`src/rtl/invader_march_ctrl.sv`:
```
// Formation march scheduler: paces formation steps from move ticks, sweeps the
// formation right/left with a row drop at each edge, and flags landing/clear.
// Latency: outputs registered, a qualifying step Tick at edge k updates offsets and Step at edge k.
// Backpressure: none; EN=0 freezes all state and Ticks seen while paused are discarded.
// Ports: CLK/Rst (async active-low) | EN, Tick, Alive[5:0], Restart in |
//        X_Off, Y_Off, Dir (1=left), Step (1-cycle pulse), Landed (sticky) out
module invader_march_ctrl #(
  parameter int X_MAX  = 64,
  parameter int X_STEP = 4,
  parameter int Y_STEP = 8,
  parameter int Y_MAX  = 120,
  parameter int XW     = 8,
  parameter int YW     = 8
) (
  input  logic          CLK,
  input  logic          Rst,
  input  logic          EN,
  input  logic          Tick,
  input  logic [5:0]    Alive,
  input  logic          Restart,
  output logic [XW-1:0] X_Off,
  output logic [YW-1:0] Y_Off,
  output logic          Dir,
  output logic          Step,
  output logic          Landed
);

  typedef enum logic [2:0] {
    IDLE    = 3'd0,
    MARCH_R = 3'd1,
    MARCH_L = 3'd2,
    LANDED  = 3'd3,
    CLEAR   = 3'd4
  } state_t;

  // Edge tests are done one bit wider so X_Off + X_STEP cannot wrap.
  localparam logic [XW:0]   X_MAX_W  = (XW+1)'(X_MAX);
  localparam logic [XW:0]   X_STEP_W = (XW+1)'(X_STEP);
  localparam logic [XW-1:0] X_STEP_N = XW'(X_STEP);
  localparam logic [YW:0]   Y_MAX_W  = (YW+1)'(Y_MAX);
  localparam logic [YW:0]   Y_STEP_W = (YW+1)'(Y_STEP);
  localparam logic [YW-1:0] Y_MAX_N  = YW'(Y_MAX);

  state_t        state, state_nxt;
  logic [3:0]    pace_cnt, pace_cnt_nxt;
  logic [3:0]    pace_lim;
  logic [XW:0]   x_sum;
  logic [YW:0]   y_sum;
  logic [XW-1:0] x_nxt;
  logic [YW-1:0] y_nxt;
  logic          dir_nxt, step_nxt, landed_nxt;
  logic          at_edge;

  // Fewer invaders -> smaller limit -> faster march; sampled live each Tick.
  assign pace_lim = Alive[5:2];
  assign x_sum    = {1'b0, X_Off} + X_STEP_W;
  assign y_sum    = {1'b0, Y_Off} + Y_STEP_W;

  always_ff @(posedge CLK or negedge Rst) begin
    if (!Rst) begin
      state    <= IDLE;
      pace_cnt <= '0;
      X_Off    <= '0;
      Y_Off    <= '0;
      Dir      <= 1'b0;
      Step     <= 1'b0;
      Landed   <= 1'b0;
    end else begin
      state    <= state_nxt;
      pace_cnt <= pace_cnt_nxt;
      X_Off    <= x_nxt;
      Y_Off    <= y_nxt;
      Dir      <= dir_nxt;
      Step     <= step_nxt;
      Landed   <= landed_nxt;
    end
  end

  always_comb begin
    state_nxt    = state;
    pace_cnt_nxt = pace_cnt;
    x_nxt        = X_Off;
    y_nxt        = Y_Off;
    dir_nxt      = Dir;
    step_nxt     = 1'b0;
    landed_nxt   = Landed;
    at_edge      = 1'b0;

    if (Restart) begin
      state_nxt    = IDLE;
      pace_cnt_nxt = '0;
      x_nxt        = '0;
      y_nxt        = '0;
      dir_nxt      = 1'b0;
      landed_nxt   = 1'b0;
    end else begin
      case (state)
        IDLE: begin
          if (EN && (Alive != '0)) state_nxt = MARCH_R;
        end
        MARCH_R, MARCH_L: begin
          if (Alive == '0) begin
            // Wave cleared: freeze offsets, suppress any coincident step.
            state_nxt = CLEAR;
          end else if (EN && Tick) begin
            // >= (not ==) so a limit lowered below the count steps at once.
            if (pace_cnt >= pace_lim) begin
              pace_cnt_nxt = '0;
              step_nxt     = 1'b1;
              if (state == MARCH_R) begin
                at_edge = (x_sum > X_MAX_W);
                if (at_edge) begin
                  dir_nxt   = 1'b1;
                  state_nxt = MARCH_L;
                end else begin
                  x_nxt = x_sum[XW-1:0];
                end
              end else begin
                at_edge = (X_Off < X_STEP_N);
                if (at_edge) begin
                  dir_nxt   = 1'b0;
                  state_nxt = MARCH_R;
                end else begin
                  x_nxt = X_Off - X_STEP_N;
                end
              end
              if (at_edge) begin
                // A drop that would reach the floor clamps and lands.
                if (y_sum >= Y_MAX_W) begin
                  y_nxt      = Y_MAX_N;
                  landed_nxt = 1'b1;
                  state_nxt  = LANDED;
                end else begin
                  y_nxt = y_sum[YW-1:0];
                end
              end
            end else begin
              pace_cnt_nxt = pace_cnt + 4'd1;
            end
          end
        end
        default: ; // LANDED and CLEAR hold until Restart or Rst
      endcase
    end
  end

endmodule

```
`config.mk`:
```
export PLATFORM = sky130hd
export DESIGN_NAME = invader_march_ctrl
export DESIGN_NICKNAME = d
export VERILOG_FILES = /design/src/rtl/invader_march_ctrl.sv
export SDC_FILE = /design/constraint.sdc
export NUM_CORES = 1
export LEC_CHECK = 0
export CAP_MARGIN = 15
export CORE_MARGIN = 2
export CORE_UTILIZATION = 35
export CTS_CLUSTER_DIAMETER = 100
export DETAILED_ROUTE_END_ITERATION = 10
export GPL_TIMING_DRIVEN = 0
export HOLD_SLACK_MARGIN = 0.02
export SLEW_MARGIN = 20
export SYNTH_ARGS = -nofsm -noshare
export SYNTH_HDL_FRONTEND = slang
export SYNTH_SLANG_ARGS = --single-unit
```
`constraint.sdc`:
```
create_clock -name CLK -period 3.17 [get_ports CLK]
set_input_delay 0.634 -clock CLK [delete_from_list [all_inputs] [get_ports CLK]]
set_output_delay 0.634 -clock CLK [all_outputs]
set_load 0.02 [all_outputs]
```
======== Word-level counts from Yosys, hierarchy flattened ========
Cells that the tools add are included.
storage, ports and cells
  output and inout port bits .............. 19
  flip-flop bits (word level) ............. 26
  input bits .............................. 11
  word-level logic and storage cells ...... 100
operators by class
  eq/ne operators ......................... 9
  $lt $le $gt $ge ......................... 4
  reductions and logical operators ........ 19
  muxes and demuxes ....................... 57
  add/subtract/negate cells ............... 4
operators by type and width
  kind                                                                number
  two-way mux 8 bit                                                   15
  two-way mux 3 bit                                                   10
  two-way mux 1 bit                                                   26
  two-way mux 4 bit                                                   5
  AND reduction 6 bit                                                 3
  nonzero test 2 bit                                                  5
  adder 8 x 3 -> 9 bit (second input constant)                        1
  adder 8 x 4 -> 9 bit (second input constant)                        1
  greater-or-equal comparator 9 x 7 -> 1 bit (second input constant)  1
  > comparator 9 x 7 -> 1 bit (second input constant)                 1
  != test 3 bit (second input constant)                               3
  less-than comparator 8 x 3 -> 1 bit (second input constant)         1
  != test 4 bit (second input constant)                               2
  subtractor 8 x 3 -> 8 bit (second input constant)                   1
  logical NOT 6 bit                                                   1
  one-hot mux 3 bit (2 select lines)                                  1
  nonzero test 3 bit                                                  2
  nonzero test 6 bit                                                  1
  AND reduction 5 bit                                                 1
  adder 4 x 1 -> 4 bit (second input constant)                        1
  greater-or-equal comparator 4 bit                                   1
  AND reduction 4 bit                                                 1
  equality test 3 x 1 -> 1 bit (second input constant)                1
  equality test 3 x 2 -> 1 bit (second input constant)                1
  other kinds (6)                                                     7

======== Depth between registers and ports, before layout ========
  depth after elaboration ................. 14
  gate-level depth with buffers ........... 8

======== Worst setup path after synthesis ========
Ideal clock, no wire load.
  kind .................................... register -> register
  start ................................... register X_Off[2]
  end ..................................... register X_Off[5]
  period minus slack after synthesis ...... 2.554 ns
  slack ................................... 0.616 ns
  data required time ...................... 3.042 ns
  cell stages (with the launch flop) ...... 8
  path buffers ............................ 1
  arrival ................................. 2.426 ns
  cells stage by stage .................... dfrtp_1 > ha_1 > or4b_1 > a32o_1 > and3_1 > buf_2 > nor4_2 > mux2_1
on the way
  longest elaborated chain between the ends .. 8
  elaborated cells between the ends (all ways) .. 15
  classes of those cells .................. add/sub (2); order compare (2); eq/ne (2); mux (8); reduce/logical (1)
RTL lines
  what                                                                          line  source
  start: declaration                                                            21    output logic [XW-1:0] X_Off,
  start signal: assignment                                                      71    X_Off <= x_nxt;
  parallel branches: the longest is 8 deep, another holds adder 8 x 3 -> 9 bit  -
Parallel ways; which one is timed is not known. The select of a mux whose other input is x is not followed.
A chain may end at the register's enable or synchronous reset.

======== Worst setup path after layout ========
  start ................................... input port Alive[3]
  end ..................................... register X_Off[7]
on the way
  longest elaborated chain between the ends .. 3
  elaborated cells between the ends (all ways) .. 5
  classes of those cells .................. order compare (1); eq/ne (1); reduce/logical (3)
RTL lines
  what                                                                    line      source
  start: declaration                                                      19        input logic [5:0] Alive,
  greater-or-equal comparator 4 bit or logical NOT 6 bit (tied branches)  107, 102
  nonzero test 2 bit (no source line) or != test 2 bit (tied branches)    -
  AND reduction 6 bit (no source line) (*)                                -
Mark *: on every way between the ends. The rest lies on a longest branch, timed or not.

==> metrics.md <==
| Metric | Value |
|---|---|
| Status | completed |
| H-tree depth | 1 |
| Required time of the worst setup path | 3.32 ns |
| Maximum vdd drop | approximately 140 uV |
| Post-synth EDFFs | 0 |
| Final hold vios | 0 |
| WHS | roughly 0.32 ns |
| Non-filler cells in the finished layout | around 290 |
| Synth Area in XOR/XNOR | 1.02% |
| Root buf cell | clkbuf_8 |
| RSZ-0062 raised after global routing | no |
| Worst skew pair latency | 0.27 ns |
| Pwr Density | ~330 nW/um^2 |
| TritonCTS Buffers | 3 |
| R2R Path Start | X_Off[2] |
| Metal-1 WL | 2.03 mm |
| Die area | ~5500 sq um |
| DPL Wire Length | 3.01 mm |
| Total setup buffers inserted after CTS | 0 |
| Min-Delay Path Class | input pin to async pin |
| Final #Nets | roughly 240 |
| Met2 Wirelength | approximately 1.9 mm |
| Fin crit period | between 2 and 3 ns |
| Avg Cell Area, Syn | between 9 and 10 sq um |
| Clock-pin slew on the worst setup and hold paths | roughly 0.09 ns |
| # rows | 25 |
| Vias | roughly 1500 |
| Final ANT Viol Nets | 0 |
| Port bufs | 24 |
| Leading cell type in the layout, fill and taps excluded | clkdlybuf4s50_1 |
| Crit Path Class | input pin to flip-flop |
| Met3 routed WL | around 130 um |
| Tcrit/Tclk final | roughly 91% |
| Gr usage total | between 10% and 20% |
| Max-Cap Viols | 0 |
| Main combinational cell family by area after synthesis | simple AND/OR/NAND/NOR gates |
| Global route overflow | 0 |
| Worst Setup SP | Alive[3] |
| Pwr Total | 0.685 mW |
| Layout cells sized above 1 | approximately 11% |
| Post-synth ARST share | 100% |
| Worst Path Max Fanout | 9 |
| First-pass GRT wire length | around 7 mm |
| Top Metal Used | met4 |
| Initial antenna violation count | 0 |
| Simple logic cell fraction of the synthesized area | about 27% |
| Initial DRT Pass Iterations | 4 |
| Vias in the first global route | between 1000 and 1500 |
| Adder-cell share of the synthesized area | just over 7% |
| Most frequent cells in the layout | 23 x clkdlybuf4s50_1, 21 x dfrtp_1, 15 x nor2_1 |
| CTS tree | done |
| Mux contribution to synthesized area | roughly 4.4% |
| Yosys cell types | between 50 and 60 |
| Mean number of vias per cell | ~5.3 |
| Hold buffers post-CTS | 0 |
| Core Area | roughly 4700 sq um |
| Clk buf depth | 2 |
| Post-synthesis sequential area ratio | between 30% and 40% |
| Netlist Area Pre-Place | roughly 1700 sq um |
| Starting Density | a little over a third |
| Synth Area in Compound Gates | around 22% |
| CP Launch Type | input pin |
| Largest net degree at the start of global routing | 22 |
| Setup TNS | 0 ns |
| Leak | 0.900 nW |
| Area Overhead vs Synth | 22.1% |
| GP Congestion | between 0.8 and 0.9 |
| Clock Skews | between 0.004 and 0.005 ns |
| Placed Instances | approximately 290 |
| CTS-repair resized insts | 0 |
| FMAX | 348 MHz |
| Max Slew Vio Count | 0 |
| Total Wirelength | just over 4 mm |
| Diode count | 0 |
| Post-synth top flop | dfrtp_1 |
| Die Wd | approximately 74 um |
| Ys Warns | 0 |
| Vert. Die Dim | between 70 and 80 um |
| Seq cells post-synth | 21 |
| DRC | 0 |
| DRT iter0 DRCs | between 80 and 90 |
| I/O pins | 30 |
| Worst slew pin tran | between 0.5 and 0.6 ns |
| Clock Sink Count | 21 |
| Wire length per cell | ~14 um |
| CP endpoint kind | flip-flop |
| Gate Count Post-Synth | 190 |
| Final setup violation count | 0 |
| CP arrival | between 3 and 4 ns |
| Rel. slew slack | around 60% |
## final timing paths
path | end | slack, ns | cells past startpoint
setup / recovery | X_Off[7] | 0.30 | 8
hold / removal | state[2] | 0.32 | 1
setup reg to reg | X_Off[7] | 0.52 | 7
hold reg to reg | Landed | 0.51 | 2
max in group asynchronous | X_Off[3] | 2.51 | 1
min in group CLK | Landed | 0.51 | 2
## stage by stage
stage / setup WS [ns] / util (%) / cell area, sq um
detailed placement: 0.0276 / 43.6 / 2060
CTS: 0.291 / 44.6 / 2110
finish: 0.296 / 44.5 / 2100
global route: 0.0828 / 44.5 / 2100
global placement: 0.0286 / 43.6 / 2060
floorplan: 0.616 / - / 1740
## metal layers
layer / global-route usage [%] / vias up
li1: - / 783
met1: 22.3 / 720
met2: 26.0 / 25
met3: 2.03 / 6
met4: 4.65 / 0
met5: 0 / -
## where the power goes
group | switching, mW | internal, mW | total (mW)
Combinational | 0.129 | 0.0854 | 0.214
Clock | 0.0971 | 0.0878 | 0.185
Sequential | 0.0111 | 0.275 | 0.286
## final cells by class
cell class | count | area, sq um
well taps | 67 | 83.8
plain buffers | 13 | 87.6
fillers | 460 | 2620
clock inverters | 1 | 5.00
multi-input cells | 149 | 1080
inverters | 11 | 41.3
repair buffers | 24 | 235
flip-flops and latches | 21 | 526
clock buffers | 3 | 41.3
## synth_stat cells, types with 2 or more instances
master / number / share of area [%]
mux2i_1: 3 / 1.7
a21boi_0: 3 / 1.3
buf_4: 5 / 2.2
o31ai_1: 3 / 1.3
nor3_1: 7 / 2.0
o21a_1: 2 / 0.87
o311ai_0: 2 / 1.0
xnor2_1: 2 / 1.0
nor2b_1: 7 / 2.5
and3_1: 4 / 1.5
a21oi_1: 12 / 3.5
o211a_1: 2 / 1.2
inv_1: 11 / 2.4
dfrtp_1: 21 / 31
a211oi_1: 4 / 1.7
o2111ai_1: 2 / 1.0
a211o_1: 2 / 1.0
a22oi_1: 2 / 0.87
nand3_1: 4 / 1.2
mux2_1: 4 / 2.6
o21ai_0: 5 / 1.5
nand4_1: 4 / 1.5
ha_1: 10 / 7.3
buf_2: 4 / 1.2
nor4_2: 5 / 3.6
nand2_1: 8 / 1.7
nor4b_1: 2 / 1.0
nor2_1: 15 / 3.3
nand3b_1: 3 / 1.3
buf_6: 2 / 1.3
or3_1: 3 / 1.1
## registers in the layout, summed over array words and instances, names as in the netlist
signal and count:
X_Off 6, pace_cnt 4, Step 1, Landed 1, Y_Off 5, Dir 1, state 3
## worst max-delay path, cell delays in order
cell             delay, ns
clkdlybuf4s50_1       0.48
inv_1                 0.05
ha_1                  0.26
inv_1                 0.04
o21ai_0               0.47
nand4_2               0.40
nor4_2                0.34
mux2_1                0.35
## kinds of logic after synthesis
logic type	Yosys count
mux	7
flops	21
xor+xnor	2
other cells	1
compound gates	52
buf+inv	24
simple gates	73
fa+ha+maj	10
Power figures use the tool's default switching activity.
